<file path="src/rtl/proc_fetch_unit_if.sv">
// proc_fetch_unit_if
//   Bundles the fetch unit's two handshakes: the program-memory request /
//   response channel and the instruction hand-off to decode.
//   master : the fetch unit (drives imem_req/imem_add and the inst_* head)
//   slave  : the environment (memory + decode + redirect source)
//   Signals:
//     fetch_en, redir, redir_pc           control from the core
//     imem_req, imem_add                  fetch request and word address
//     imem_gnt, imem_rvalid, imem_rdata   memory accept / in-order response
//     inst_valid, inst, inst_pc           fetch-queue head towards decode
//     inst_ready                          decode consumes the head
interface proc_fetch_unit_if #(
  parameter int DATA_WIDTH = 32,
  parameter int ADDR_WIDTH = 10
);
  logic                  fetch_en;
  logic                  redir;
  logic [ADDR_WIDTH-1:0] redir_pc;
  logic                  imem_req;
  logic [ADDR_WIDTH-1:0] imem_add;
  logic                  imem_gnt;
  logic                  imem_rvalid;
  logic [DATA_WIDTH-1:0] imem_rdata;
  logic                  inst_valid;
  logic [DATA_WIDTH-1:0] inst;
  logic [ADDR_WIDTH-1:0] inst_pc;
  logic                  inst_ready;

  modport master (
    input  fetch_en, redir, redir_pc, imem_gnt, imem_rvalid, imem_rdata, inst_ready,
    output imem_req, imem_add, inst_valid, inst, inst_pc
  );

  modport slave (
    output fetch_en, redir, redir_pc, imem_gnt, imem_rvalid, imem_rdata, inst_ready,
    input  imem_req, imem_add, inst_valid, inst, inst_pc
  );
endinterface

</file>
<file path="src/rtl/proc_fetch_unit.sv">
// proc_fetch_unit
//   Instruction-fetch stage. Issues word fetches to program memory over a
//   req/gnt + in-order rvalid handshake, buffers up to FQ_DEPTH PC-tagged
//   instructions in an in-order queue and hands them to decode with
//   valid/ready. A redirect restarts fetch at a new PC, empties the queue
//   and discards the responses of fetches still in flight.
//   Ports:
//     clk  rising-edge clock
//     rst  synchronous active-high reset
//     bus  proc_fetch_unit_if.master (memory channel + decode hand-off)
module proc_fetch_unit #(
  parameter int DATA_WIDTH = 32,
  parameter int ADDR_WIDTH = 10,
  parameter int PC_START   = 128,
  parameter int FQ_DEPTH   = 4
) (
  input  logic               clk,
  input  logic               rst,
  proc_fetch_unit_if.master  bus
);

  localparam int PTR_W = $clog2(FQ_DEPTH);
  localparam int CNT_W = PTR_W + 1;
  localparam logic [ADDR_WIDTH-1:0] PC_RST = ADDR_WIDTH'(PC_START);

  // Control state
  logic [ADDR_WIDTH-1:0] fetch_pc;     // next address to request
  logic [ADDR_WIDTH-1:0] resp_pc;      // PC tag for the next kept response
  logic [CNT_W-1:0]      outstanding;  // granted, response not yet seen
  logic [CNT_W-1:0]      drop_cnt;     // responses still owed to a redirect
  logic [CNT_W-1:0]      count;        // queued entries
  logic [PTR_W-1:0]      wr_ptr;
  logic [PTR_W-1:0]      rd_ptr;

  // Queue storage (data only, never reset)
  logic [DATA_WIDTH-1:0] q_data [FQ_DEPTH];
  logic [ADDR_WIDTH-1:0] q_pc   [FQ_DEPTH];

  logic            credit_ok;
  logic            req;
  logic            fire;
  logic            rsp;
  logic            push;
  logic            pop;
  logic            head_valid;
  logic [CNT_W:0]  occupancy;

  // Request / response decode (combinational from registered state)
  always_comb begin
    // Every slot is reserved at grant time, so queued + in-flight can never
    // exceed the queue size and a response always finds room.
    occupancy  = {1'b0, count} + {1'b0, outstanding};
    credit_ok  = occupancy < (CNT_W+1)'(FQ_DEPTH);
    req        = bus.fetch_en & ~bus.redir & credit_ok;
    fire       = req & bus.imem_gnt;
    // A response with nothing outstanding is a protocol error and is ignored.
    rsp        = bus.imem_rvalid & (outstanding != '0);
    head_valid = (count != '0);
    pop        = head_valid & bus.inst_ready;
    // A response arriving together with a redirect belongs to the old path.
    push       = rsp & (drop_cnt == '0) & ~bus.redir;
  end

  assign bus.imem_req   = req;
  assign bus.imem_add   = fetch_pc;
  assign bus.inst_valid = head_valid;
  assign bus.inst       = head_valid ? q_data[rd_ptr] : '0;
  assign bus.inst_pc    = head_valid ? q_pc[rd_ptr]   : '0;

  // Control registers
  always_ff @(posedge clk) begin
    if (rst) begin
      fetch_pc    <= PC_RST;
      resp_pc     <= PC_RST;
      outstanding <= '0;
      drop_cnt    <= '0;
      count       <= '0;
      wr_ptr      <= '0;
      rd_ptr      <= '0;
    end else begin
      outstanding <= outstanding + CNT_W'(fire) - CNT_W'(rsp);
      if (bus.redir) begin
        fetch_pc <= bus.redir_pc;
        resp_pc  <= bus.redir_pc;
        count    <= '0;
        wr_ptr   <= '0;
        rd_ptr   <= '0;
        // Everything still in flight belongs to the abandoned path; this
        // overwrites any earlier drop count, so the newest redirect wins.
        drop_cnt <= outstanding - CNT_W'(rsp);
      end else begin
        if (fire) begin
          fetch_pc <= fetch_pc + ADDR_WIDTH'(1);
        end
        if (rsp && (drop_cnt != '0)) begin
          drop_cnt <= drop_cnt - CNT_W'(1);
        end
        if (push) begin
          resp_pc <= resp_pc + ADDR_WIDTH'(1);
          wr_ptr  <= wr_ptr + PTR_W'(1);
        end
        if (pop) begin
          rd_ptr <= rd_ptr + PTR_W'(1);
        end
        count <= count + CNT_W'(push) - CNT_W'(pop);
      end
    end
  end

  // Queue write
  always_ff @(posedge clk) begin
    if (push) begin
      q_data[wr_ptr] <= bus.imem_rdata;
      q_pc[wr_ptr]   <= resp_pc;
    end
  end

  a_rvalid_expected: assert property (@(posedge clk) disable iff (rst)
    bus.imem_rvalid |-> (outstanding != '0))
    else $error("proc_fetch_unit: rvalid with no fetch outstanding");

  a_no_overflow: assert property (@(posedge clk) disable iff (rst)
    push |-> ((count < CNT_W'(FQ_DEPTH)) || pop))
    else $error("proc_fetch_unit: push into a full queue");

endmodule

</file>
<file path="src/flat_wrapper.sv">
// flat-port wrapper written by rule: the top's interface ports become plain ports
module proc_fetch_unit_flat 
#(
  parameter int DATA_WIDTH = 32,
  parameter int ADDR_WIDTH = 10,
  parameter int PC_START   = 128,
  parameter int FQ_DEPTH   = 4
)
  (clk, rst, bus_fetch_en, bus_redir, bus_redir_pc, bus_imem_gnt, bus_imem_rvalid, bus_imem_rdata, bus_inst_ready, bus_imem_req, bus_imem_add, bus_inst_valid, bus_inst, bus_inst_pc);
  proc_fetch_unit_if #(.DATA_WIDTH(DATA_WIDTH), .ADDR_WIDTH(ADDR_WIDTH)) bus_i ();
  input  logic clk;
  input  logic rst;
  input wire logic [$bits(bus_i.fetch_en)-1:0] bus_fetch_en;
  input wire logic [$bits(bus_i.redir)-1:0] bus_redir;
  input wire logic [$bits(bus_i.redir_pc)-1:0] bus_redir_pc;
  input wire logic [$bits(bus_i.imem_gnt)-1:0] bus_imem_gnt;
  input wire logic [$bits(bus_i.imem_rvalid)-1:0] bus_imem_rvalid;
  input wire logic [$bits(bus_i.imem_rdata)-1:0] bus_imem_rdata;
  input wire logic [$bits(bus_i.inst_ready)-1:0] bus_inst_ready;
  output wire logic [$bits(bus_i.imem_req)-1:0] bus_imem_req;
  output wire logic [$bits(bus_i.imem_add)-1:0] bus_imem_add;
  output wire logic [$bits(bus_i.inst_valid)-1:0] bus_inst_valid;
  output wire logic [$bits(bus_i.inst)-1:0] bus_inst;
  output wire logic [$bits(bus_i.inst_pc)-1:0] bus_inst_pc;
  assign bus_i.fetch_en = bus_fetch_en;
  assign bus_i.redir = bus_redir;
  assign bus_i.redir_pc = bus_redir_pc;
  assign bus_i.imem_gnt = bus_imem_gnt;
  assign bus_i.imem_rvalid = bus_imem_rvalid;
  assign bus_i.imem_rdata = bus_imem_rdata;
  assign bus_i.inst_ready = bus_inst_ready;
  assign bus_imem_req = bus_i.imem_req;
  assign bus_imem_add = bus_i.imem_add;
  assign bus_inst_valid = bus_i.inst_valid;
  assign bus_inst = bus_i.inst;
  assign bus_inst_pc = bus_i.inst_pc;
  proc_fetch_unit #(.DATA_WIDTH(DATA_WIDTH), .ADDR_WIDTH(ADDR_WIDTH), .PC_START(PC_START), .FQ_DEPTH(FQ_DEPTH)) u_core (.clk(clk), .rst(rst), .bus(bus_i));
endmodule
</file>
<file path="config.mk">
export PLATFORM = sky130hd
export DESIGN_NAME = proc_fetch_unit_flat
export DESIGN_NICKNAME = d
export VERILOG_FILES = /design/src/rtl/proc_fetch_unit_if.sv /design/src/rtl/proc_fetch_unit.sv /design/src/flat_wrapper.sv
export SDC_FILE = /design/constraint.sdc
export NUM_CORES = 1
export LEC_CHECK = 0
export ABC_AREA = 1
export ABC_CLOCK_PERIOD_IN_PS = 3900
export CORE_AREA = 2 2 128 130
export DETAILED_ROUTE_END_ITERATION = 16
export DIE_AREA = 0 0 130 132
export GPL_TIMING_DRIVEN = 0
export PLACE_DENSITY_LB_ADDON = 0.1
export RECOVER_POWER = 100
export REMOVE_ABC_BUFFERS = 1
export SYNTH_ARGS = -nofsm -noshare
export SYNTH_HDL_FRONTEND = slang
export SYNTH_SLANG_ARGS = --single-unit
</file>
<file path="constraint.sdc">
create_clock -name clk -period 3.9 [get_ports clk]
set_input_delay 0.78 -clock clk [delete_from_list [all_inputs] [get_ports clk]]
set_output_delay 0.78 -clock clk [all_outputs]
set_load 0.05 [all_outputs]
</file>
==> results of run 1 <==
-- cell type report --
type	instances	area, um^2
fillers	1182	5150
flip-flops and latches	203	5750
multi-input cells	512	2480
inverters	54	210
repair buffers	110	1150
well taps	216	270
clock inverters	16	155
clock buffers	22	539
-- per-stage QoR --
step,TNS (ps),instances
6_report,0,1133
5_1_grt,0,1133
4_1_cts,0,1132
3_5_place_dp,-132,1094
3_3_place_gp,-421430,1087
2_1_floorplan,-2210,769
-- power by group --
| part | switching [mW] | internal [mW] |
|---|---|---|
| sequential | 0.0771 | 2.45 |
| combinational | 0.550 | 0.272 |
| clock | 0.839 | 1.15 |
-- layer usage --
layer  routed length [um]  global-route usage [%]  up-vias
met5                    0                       0        -
met4                  412                    6.75        0
met3                 1100                    3.04       33
met2                 9700                    38.4      200
met1                 8010                    28.2     2909
li1                     -                       -     2958
-- synthesized netlist by cell type --
cell	number	area, um^2
a31oi_1	2	12.5
nand3_4	1	17.5
o22ai_1	1	6.26
inv_2	8	30.0
a21boi_1	1	7.51
ha_1	16	200
nor2_1	202	758
clkbuf_1	22	82.6
a21oi_1	60	300
a21boi_0	1	7.51
nor2_8	1	20.0
inv_1	46	173
mux2i_1	1	10.0
dfxtp_1	35	701
nand3b_1	1	7.51
nor2_2	5	31.3
xor2_1	6	52.6
o211ai_1	2	15.0
o21ai_0	35	175
nor3_2	1	10.0
buf_4	5	37.5
o21bai_1	3	22.5
nor3_4	1	16.3
nand3_1	21	105
nand4_1	5	31.3
buf_2	10	50.1
nand2_4	2	22.5
o21ai_1	67	335
edfxtp_1	168	5040
nand2_2	2	12.5
fa_1	2	40.0
nand2_1	68	255
xnor2_1	5	43.8
-- final timing paths --
check	from	to	slack (ps)	cells after the start
setup / recovery	flop	bus_inst[23]	210	6
hold reg to reg	u_core.rd_ptr[1]$_SDFFE_PP0P_	flop	480	2
hold / removal	u_core.rd_ptr[1]$_SDFFE_PP0P_	flop	480	2
setup reg to reg	u_core.drop_cnt[0]$_SDFFE_PP0P_	u_core.q_data[1][30]$_DFFE_PP_	470	9
-- cells in the final DEF (no fill, tap or decap), types with 22 or more instances in the layout --
master	n
o21ai_1	64
nand2_1	70
edfxtp_1	168
inv_1	50
o21ai_0	38
dfxtp_1	33
dlygate4sd3_1	86
nor2_1	200
a21oi_1	60
nand3_1	22
-- what timing repair did --
item	in CTS	in global routing
resized for setup	2	5
pin swaps	0	0
endpoints found under the setup margin	42	43
hold buffers	0	0
buffers inserted	0	1
-- kinds of logic after synthesis --
| logic type | Yosys count | synth area share, % |
|---|---|---|
| adders and majority gates | 18 | 2.78 |
| and+or+nand+nor | 310 | 14.9 |
| xor gates and xnor gates | 11 | 1.12 |
| muxes | 1 | 0.116 |
| AOI/OAI and AO/OA | 172 | 10.2 |
| buffers and inverters | 91 | 4.32 |
| DFF | 203 | 66.5 |
-- sequential cells by signal, indices dropped and copies added (netlist names), named ones only --
name                 count
u_core.resp_pc          10
u_core.q_data          128
u_core.q_pc             40
u_core.wr_ptr            2
u_core.count             3
u_core.outstanding       3
u_core.bus.imem_add     10
u_core.drop_cnt          3
u_core.rd_ptr            2
-- worst max-delay path, stage by stage (launching register included) --
cell	delay, ps
dfxtp_2	520
buf_12	260
inv_4	250
nor2_1	170
o21ai_1	90
a21oi_1	200
dlygate4sd3_1	910
==> impl_summary.txt, run 1 <==
----------------------------------------------------
[Drt]
  Number of iterations in the first detailed-routing pass ... 5
  Via-to-Cell Ratio ... 5.38
  Iteration-0 DRC Markers ... 495
  Remaining antenna violation count ... 0
  Drt drc ... 0
  Detail-routed net length per standard cell ... 17.0 um
  Vias ... 6100
  DRT Wirelength ... 19.2 mm

[Placed design]
  Standard cell area after detailed placement ... 9920 um^2
  Worst Setup Slack post-DPL ... -54.5 ps
  Post-DP HPWL ... 11.5 mm
  Placer's final routability congestion estimate ... 0.815
  Count of buffers inserted at the top-level ports ... 102

[Timing]
  Tightest slew margin relative to the limit ... 17.0%
  Final-report max-slew violation count ... 0
  Number of hold violations in the final report ... 0
  Transition time of the tightest slew-check pin ... 1240 ps
  PnR worst setup slack ... 206 ps
  Fin crit period ... 3690 ps
  Setup-violating endpoint count in the final report ... 0
  Share of the cycle needed by the critical path after routing ... 94.7%
  Setup repair after global routing missed its margin ... false
  Worst Hold Margin ... 480 ps
  Achievable frequency ... 0.271 GHz
  Final Skew ... 19.5 ps

[CTS]
  Clock tree root buffer cell ... clkbuf_16
  Clock latency on the worst-skew pair ... 500 ps
  CTS tree ... done
  TritonCTS sink count ... 203
  CTS H-Tree Depth ... 1
  CTS buffer count ... 21
  Maximum root-to-sink buffer count ... 3
  CTS clk-pin slew, worst paths ... 60 ps

[Power and ir drop]
  Total leakage power ... 3.99 nW
  Worst vdd ir ... 362 uV
  Overall power after layout ... 5.34 mW
  Power density over the cells ... 506 nW/um^2

[Final layout]
  Final Net Count ... 969
  Layout-stage area growth over the synthesis result ... 22.3%
  Utilization after layout ... 67.2%
  Final instance area ... 10600 um^2
  Count of antenna diodes in the layout ... 0
  Ratio of cells with drive above 1 in the final layout ... 6.87%

[Yosys]
  Synthesis Warnings ... 0
  Mean instance size in the synthesized netlist ... 10.7 um^2
  Register bit count reported by yosys ... 203
  Register area share after synthesis ... 66.5%
  Unique masters post-synth ... 33
  Synthesized instance count ... 806
  Total standard cell area after synthesis ... 8630 um^2

[GRT]
  GRT Overall Usage ... 21.9%
  Remaining global-route overflow ... 0
  Via count of the first global-routing pass ... 6073
  Antenna violations before repair ... 0
  Largest net degree at the start of global routing ... 86
  First-pass GRT wire length ... 29.6 mm

[Die]
  Die Area ... 17200 um^2
  Number of cell rows ... 46
  Initial core utilization ... 55.0%
  Die Height ... 132 um
  Placeable core region ... 15700 um^2
  Die Wd ... 130 um
  Boundary pin count ... 103

[Setup path]
  Classification of the worst setup path ... flop to primary output
  Worst path arrival time ... 2910 ps
  Category of the worst setup path launch point ... flop
  Critical Path RT ... 3120 ps
  Worst setup EP type ... primary output
  Crit Path Max Fanout ... 42

[Flow run]
  Maxcap violations ... 0

[Min path]
  Hold Path Class ... flop to flop

[Outcome]
  Outcome ... finished, final reports clean

----------------------------------------------------
Note: power is estimated with default switching activity, not from simulation.
==> run 2: changes to the inputs <==
--- a/config.mk
+++ b/config.mk
@@ -7,10 +7,9 @@
 export LEC_CHECK = 0
 export ABC_AREA = 1
 export ABC_CLOCK_PERIOD_IN_PS = 3900
-export CORE_AREA = 2 2 128 130
+export CORE_AREA = 5 5 131 133
 export DETAILED_ROUTE_END_ITERATION = 16
-export DIE_AREA = 0 0 130 132
-export GPL_TIMING_DRIVEN = 0
+export DIE_AREA = 0 0 136 138
 export PLACE_DENSITY_LB_ADDON = 0.1
 export RECOVER_POWER = 100
 export REMOVE_ABC_BUFFERS = 1
==> run 2 against run 1 <==
Clock skew shrank 13 ps. Fmax is 6.1% higher. Die area increased by 9.4%. Critical path type unchanged. Global-route usage decreased by 1.8 points. Sequential share of layout area is 2.1 points higher. Routed wire length down 0.31%. First-iteration DRC count fell by 20%. Via count rose by 0.28%. Total power shrank 5.0%. Cell count is 0.18% higher. Critical path depth fell by 2. Sequential power hardly changed.
==> impl_summary.txt, run 2 (synthesis results as in run 1) <==
----------------------------------------------------
[Setup path]
  Max stage delay on crit path ... 770 ps (was 910 ps)
  Critical-path cell list ... nor3_1 > clkbuf_2 > a21oi_1 > clkbuf_1 (was buf_12 > inv_4 > nor2_1 > o21ai_1 > a21oi_1 > dlygate4sd3_1)
  Worst setup EP type ... primary output (unchanged)
  Slack of the worst reg-to-reg path ... 870 ps (was 470 ps)
  Critical Path RT ... 3120 ps (about the same)
  Category of the worst setup path launch point ... flop (unchanged)
  Classification of the worst setup path ... flop to primary output (unchanged)
  Crit Path Max Fanout ... 21 (was 42)
  Crit path max-delay cell type ... nor3_1 (was dlygate4sd3_1)
  Worst path arrival time ... 2700 ps (was 2910 ps)

[CTS]
  Post-CTS setup buffer count ... 0 (unchanged)
  TritonCTS sink count ... 203 (unchanged)
  CTS tree ... done (unchanged)
  Count of hold-fix buffers inserted at cts ... 0 (unchanged)
  Clock tree root buffer cell ... clkbuf_16 (unchanged)
  Maximum root-to-sink buffer count ... 3 (unchanged)
  Clock latency on the worst-skew pair ... 480 ps (was 500 ps)
  Cells resized by post-CTS repair ... 0 (was 2)
  CTS buffer count ... 21 (unchanged)
  CTS H-Tree Depth ... 1 (unchanged)
  CTS clk-pin slew, worst paths ... 60 ps (about the same)

[Drt]
  Via-to-Cell Ratio ... 5.39 (was 5.38)
  Number of iterations in the first detailed-routing pass ... 4 (was 5)
  Drt drc ... 0 (unchanged)
  Remaining antenna violation count ... 0 (unchanged)
  DRT Wirelength ... 19.2 mm (about the same)
  Detail-routed net length per standard cell ... 16.9 um (was 17.0 um)
  Vias ... 6117 (was 6100)
  Iteration-0 DRC Markers ... 398 (was 495)

[Timing]
  Setup repair after global routing missed its margin ... false (unchanged)
  Transition time of the tightest slew-check pin ... 1280 ps (was 1240 ps)
  Fin crit period ... 3480 ps (was 3690 ps)
  Share of the cycle needed by the critical path after routing ... 89.2% (was 94.7%)
  Tightest slew margin relative to the limit ... 14.8% (was 17.0%)
  Number of hold violations in the final report ... 0 (unchanged)
  Achievable frequency ... 0.287 GHz (was 0.271 GHz)
  Final-report max-slew violation count ... 0 (unchanged)
  PnR worst setup slack ... 419 ps (was 206 ps)
  Setup-violating endpoint count in the final report ... 0 (unchanged)
  Final Skew ... 6.76 ps (was 19.5 ps)

[Final layout]
  Final Net Count ... 972 (was 969)
  Ratio of cells with drive above 1 in the final layout ... 6.09% (was 6.87%)
  Register with the most flip-flops ... u_core.q_data (unchanged)
  Total area of multi-input combinational cells ... 2500 um^2 (was 2480 um^2)
  Most common cell after layout, fill and taps aside ... nor2_1 (unchanged)
  Register area ... 5750 um^2 (about the same)
  Fill cell total of the finished layout ... 1270 (was 1182)
  Count of antenna diodes in the layout ... 0 (unchanged)
  Filler-free cell count of the finished design ... 1135 (was 1133)
  Commonest cells after routing, fill and taps aside ... nor2_1 (200), edfxtp_1 (168), nand2_1 (70), o21ai_1 (64), a21oi_1 (60) (was nor2_1 (200), edfxtp_1 (168), dlygate4sd3_1 (86), nand2_1 (70), o21ai_1 (64))
  Layout-stage area growth over the synthesis result ... 17.7% (was 22.3%)
  Top Registers ... u_core.q_data (128), u_core.q_pc (40) (unchanged)
  Largest register FFs ... 128 (unchanged)

[GRT]
  GRT Overall Usage ... 20.1% (was 21.9%)
  Remaining global-route overflow ... 0 (unchanged)
  First-pass GRT wire length ... 30.6 mm (was 29.6 mm)
  Antenna violations before repair ... 0 (unchanged)
  Via count of the first global-routing pass ... 6175 (was 6073)
  Largest net degree at the start of global routing ... 53 (was 86)

[Die]
  Boundary pin count ... 103 (unchanged)
  Die Area ... 18800 um^2 (was 17200 um^2)
  Die Height ... 138 um (was 132 um)
  Die Wd ... 136 um (was 130 um)
  Initial core utilization ... 55.0% (unchanged)
  Placeable core region ... 15700 um^2 (unchanged)
  Number of cell rows ... 46 (unchanged)

[Placed design]
  Count of buffers inserted at the top-level ports ... 102 (unchanged)
  Worst Setup Slack post-DPL ... 923 ps (was -54.5 ps)
  Placer's final routability congestion estimate ... 0.927 (was 0.815)
  Post-DP HPWL ... 11.7 mm (was 11.5 mm)
  Instance count after placement with tap cells included ... 1098 (was 1094)

[Min path]
  Hold Path Class ... flop to flop (unchanged)

[Power and ir drop]
  Worst vdd ir ... 438 uV (was 362 uV)
  Total leakage power ... 3.70 nW (was 3.99 nW)
  Power density over the cells ... 500 nW/um^2 (was 506 nW/um^2)

[Flow run]
  Maxcap violations ... 0 (unchanged)

[Outcome]
  Outcome ... finished, final reports clean (unchanged)

----------------------------------------------------
-- run 2: cell types whose count changed in the layout (fill, tap and decap cells not counted), moves of 2 or more --
cell	previous run	this run
bufinv_16	2	0
clkbuf_2	0	5
inv_6	3	1
nor3_1	0	2
clkinvlp_4	6	0
clkbuf_1	2	50
buf_4	0	7
inv_2	2	4
dlygate4sd3_1	86	46
nor2_4	0	4
buf_12	5	1
nor2_2	8	4
buf_8	2	0
-- run 2: path summary, 6_finish.rpt --
path,from,end,cells past startpoint
max reg2reg,u_core.drop_cnt[0]$_SDFFE_PP0P_,u_core.q_data[0][8]$_DFFE_PP_,9
min,u_core.rd_ptr[1]$_SDFFE_PP0P_,flop,2
max,u_core.count[1]$_SDFF_PP0_,bus_inst[19],4
min reg2reg,u_core.rd_ptr[1]$_SDFFE_PP0P_,flop,2
-- run 2: stage by stage --
stage | hold WS, ps | area (um^2) | util [%] | total power [mW] | setup TNS [ps]
floorplan | 441 | 8460 | - | 3.12 | -2210
global placement | 447 | 9790 | 62.3 | 3.41 | 0
detailed placement | 458 | 9790 | 62.3 | 3.43 | 0
CTS | 468 | 10400 | 66.1 | 5.19 | 0
global route | 497 | 10200 | 64.7 | 5.31 | 0
finish | 459 | 10200 | 64.7 | 5.08 | 0
-- run 2: cell type report --
| class | instances | share of cell area, % |
|---|---|---|
| clock inverters | 7 | 0.357 |
| multi-input cells | 512 | 24.6 |
| inverters | 54 | 2.00 |
| flip-flops and latches | 203 | 56.6 |
| repair buffers | 113 | 8.29 |
| well taps | 216 | 2.66 |
| clock buffers | 30 | 5.50 |
-- run 2: where the power goes --
part / internal, mW / switching, mW
sequential: 2.46 / 0.0762
combinational: 0.226 / 0.563
clock: 0.999 / 0.754
total: 3.68 / 1.39
-- run 2: worst max-delay path: cells and delay by family, from the launching register on --
family                 cells  cell delay, ps
flip-flops                 1             360
buffers and inverters      2             930
AO/OA/AOI/OAI              1             150
AND/OR/NAND/NOR            1             770
-- run 2: layer usage --
| layer | track usage (%) | up-vias | part of all wire, % |
|---|---|---|---|
| li1 | - | 2953 | - |
| met1 | 26.1 | 2936 | 42 |
| met2 | 34.9 | 191 | 50 |
| met3 | 3.19 | 37 | 5.7 |
| met4 | 5.73 | 0 | 2.1 |
| met5 | 0 | - | 0 |
==> run 3: changes to the inputs <==
--- a/config.mk
+++ b/config.mk
@@ -7,9 +7,9 @@
 export LEC_CHECK = 0
 export ABC_AREA = 1
 export ABC_CLOCK_PERIOD_IN_PS = 3900
-export CORE_AREA = 5 5 131 133
+export CORE_AREA = 5 5 176 178
 export DETAILED_ROUTE_END_ITERATION = 16
-export DIE_AREA = 0 0 136 138
+export DIE_AREA = 0 0 181 183
 export PLACE_DENSITY_LB_ADDON = 0.1
 export RECOVER_POWER = 100
 export REMOVE_ABC_BUFFERS = 1
==> constraint.sdc (replaced) <==
create_clock -name clk -period 3.9 [get_ports clk]
set_input_delay 0.78 -clock clk [delete_from_list [all_inputs] [get_ports clk]]
set_output_delay 0.78 -clock clk [all_outputs]
set_load 0.005 [all_outputs]
==> run 3 against run 2 <==
Sequential power is essentially flat. Non-clock buffer count grew 7. First-iteration DRC count is 27% lower. Fmax fell by 1.1%. Critical path type unchanged. Combinational power fell by 20%.
==> impl_summary.txt, run 3 (synthesis results as in run 1) <==
----------------------------------------------------
[Final layout]
  Count of antenna diodes in the layout ... 0 (unchanged)
  Top Registers ... u_core.q_data (128), u_core.q_pc (40) (unchanged)
  Most common cell after layout, fill and taps aside ... nor2_1 (unchanged)
  Layout-stage area growth over the synthesis result ... 25.5% (was 17.7%)
  Commonest cells after routing, fill and taps aside ... nor2_1 (202), edfxtp_1 (168), dlygate4sd3_1 (80), nand2_1 (70), o21ai_1 (63) (was nor2_1 (200), edfxtp_1 (168), nand2_1 (70), o21ai_1 (64), a21oi_1 (60))
  Register with the most flip-flops ... u_core.q_data (unchanged)
  Largest register FFs ... 128 (unchanged)
  Ratio of cells with drive above 1 in the final layout ... 6.86% (was 6.09%)
  Utilization after layout ... 37.0% (was 64.7%)
  Final Net Count ... 982 (was 972)

[Die]
  Die Area ... 33100 um^2 (was 18800 um^2)
  Initial core utilization ... 29.5% (was 55.0%)
  Placeable core region ... 29200 um^2 (was 15700 um^2)
  Number of cell rows ... 63 (was 46)
  Boundary pin count ... 103 (unchanged)
  Die Wd ... 181 um (was 136 um)
  Die Height ... 183 um (was 138 um)

[Timing]
  Achievable frequency ... 0.284 GHz (was 0.287 GHz)
  Setup repair after global routing missed its margin ... false (unchanged)
  Setup-violating endpoint count in the final report ... 0 (unchanged)
  Tightest slew margin relative to the limit ... 11.7% (was 14.8%)
  Worst Hold Margin ... 459 ps (about the same)
  Final Skew ... 10.3 ps (was 6.76 ps)
  Final-report max-slew violation count ... 0 (unchanged)
  Fin crit period ... 3520 ps (was 3480 ps)
  PnR worst setup slack ... 381 ps (was 419 ps)
  Share of the cycle needed by the critical path after routing ... 90.2% (was 89.2%)
  Number of hold violations in the final report ... 0 (unchanged)
  Transition time of the tightest slew-check pin ... 1320 ps (was 1280 ps)
  Aggregate negative setup slack ... 0 ps (unchanged)

[CTS]
  TritonCTS sink count ... 203 (unchanged)
  Cells resized by post-CTS repair ... 0 (unchanged)
  Maximum root-to-sink buffer count ... 3 (unchanged)
  Count of hold-fix buffers inserted at cts ... 0 (unchanged)
  Post-CTS setup buffer count ... 0 (unchanged)
  CTS clk-pin slew, worst paths ... 60 ps (about the same)
  CTS tree ... done (unchanged)
  CTS H-Tree Depth ... 1 (unchanged)
  Clock tree root buffer cell ... clkbuf_16 (unchanged)
  CTS buffer count ... 24 (was 21)
  Clock latency on the worst-skew pair ... 500 ps (was 480 ps)

[Power and ir drop]
  Switch share ... 24.3% (was 27.4%)
  Sw power ... 1.29 mW (was 1.39 mW)
  Overall power after layout ... 5.31 mW (was 5.08 mW)
  Worst vdd ir ... 279 uV (was 438 uV)
  Power density over the cells ... 490 nW/um^2 (was 500 nW/um^2)
  Total leakage power ... 4.01 nW (was 3.70 nW)
  Sequential fraction of design power ... 47.7% (was 49.9%)
  Cell internal power dissipation ... 4.02 mW (was 3.68 mW)
  Clock group share of total power ... 40.4% (was 34.5%)
  Portion of total power attributed to combinational logic ... 11.9% (was 15.6%)

[Setup path]
  Worst path arrival time ... 2740 ps (was 2700 ps)
  Crit path max-delay cell type ... dfxtp_2 (was nor3_1)
  Max stage delay on crit path ... 630 ps (was 770 ps)
  Critical-path cell list ... buf_4 > nor2_1 > nor2_1 > o21ai_0 > a21oi_1 > dlygate4sd3_1 (was nor3_1 > clkbuf_2 > a21oi_1 > clkbuf_1)
  CP dominant cell by count ... nor2_1
  Worst setup EP type ... primary output (unchanged)
  Classification of the worst setup path ... flop to primary output (unchanged)
  Crit Path Max Fanout ... 36 (was 21)
  Category of the worst setup path launch point ... flop (unchanged)
  Critical Path RT ... 3120 ps (about the same)

[Placed design]
  Count of buffers inserted at the top-level ports ... 102 (unchanged)
  Worst Setup Slack post-DPL ... 744 ps (was 923 ps)
  Placer's final routability congestion estimate ... 0.737 (was 0.927)
  Post-DP HPWL ... 12.7 mm (was 11.7 mm)

[Drt]
  Vias ... 5890 (was 6117)
  Iteration-0 DRC Markers ... 289 (was 398)
  Drt drc ... 0 (unchanged)
  Remaining antenna violation count ... 0 (unchanged)
  Number of iterations in the first detailed-routing pass ... 5 (was 4)
  Detail-routed net length per standard cell ... 15.9 um (was 16.9 um)
  Via-to-Cell Ratio ... 4.45 (was 5.39)
  DRT Wirelength ... 21.0 mm (was 19.2 mm)

[GRT]
  First-pass GRT wire length ... 33.3 mm (was 30.6 mm)
  Fraction of met2 tracks used by global routing ... 21.1% (was 34.9%)
  Largest net degree at the start of global routing ... 45 (was 53)
  Antenna violations before repair ... 0 (unchanged)
  Remaining global-route overflow ... 0 (unchanged)
  GRT Overall Usage ... 12.5% (was 20.1%)
  GR met1 Demand/Resource ... 16.7% (was 26.1%)
  Met3 capacity usage during global routing ... 2.64% (was 3.19%)
  Via count of the first global-routing pass ... 6007 (was 6175)
  Top Usage Layer GRT ... met2 (unchanged)

[Outcome]
  Outcome ... finished, final reports clean (unchanged)

[Min path]
  Hold Path Class ... flop to flop (unchanged)

[Flow run]
  Maxcap violations ... 0 (unchanged)

----------------------------------------------------
-- run 3: stage by stage --
stage,cells,cell area [um^2]
4_1_cts,1323,10900
2_1_floorplan,769,8460
3_3_place_gp,1279,10200
6_report,1323,10800
5_1_grt,1323,10800
3_5_place_dp,1279,10200
-- run 3: cell type report --
cell class,count,area [um^2]
clock inverter,14,120
tap,390,488
sequential,203,5750
inverter,54,203
fill,2906,18400
multi-input combinational,512,2490
clock buffer,30,644
timing repair buffer,120,1140
-- run 3: routing by layer --
| metal | vias to the layer above | share of wire (%) |
|---|---|---|
| met5 | - | 0 |
| met4 | 0 | 1.3 |
| met3 | 25 | 4.7 |
| met2 | 109 | 47 |
| met1 | 2776 | 47 |
| li1 | 2980 | - |
-- run 3: final timing paths --
check | slack (ps) | startpoint | cells after the start | end
setup / recovery | 380 | flop | 6 | bus_inst_pc[9]
hold / removal | 460 | u_core.rd_ptr[1]$_SDFFE_PP0P_ | 2 | flop
setup reg to reg | 680 | u_core.drop_cnt[0]$_SDFFE_PP0P_ | 9 | u_core.q_data[2][4]$_DFFE_PP_
hold reg to reg | 460 | u_core.rd_ptr[1]$_SDFFE_PP0P_ | 2 | flop
-- run 3: power by group through the flow --
stage / clock network [mW] / registers [mW] / logic [mW]
after floorplan: 0 / 2.56 / 0.377
after global placement: 0 / 2.58 / 0.701
after detailed placement: 0 / 2.58 / 0.698
after CTS: 2.22 / 2.53 / 0.702
after global routing: 2.30 / 2.54 / 0.726
final: 2.15 / 2.53 / 0.630
-- run 3: critical path, delay by kind of cell, from the launching register on --
family	cells	cell delay [ps]
DFF	1	630
and+or+nand+nor	2	180
AOI/OAI and AO/OA	2	330
buffers and inverters	2	1090
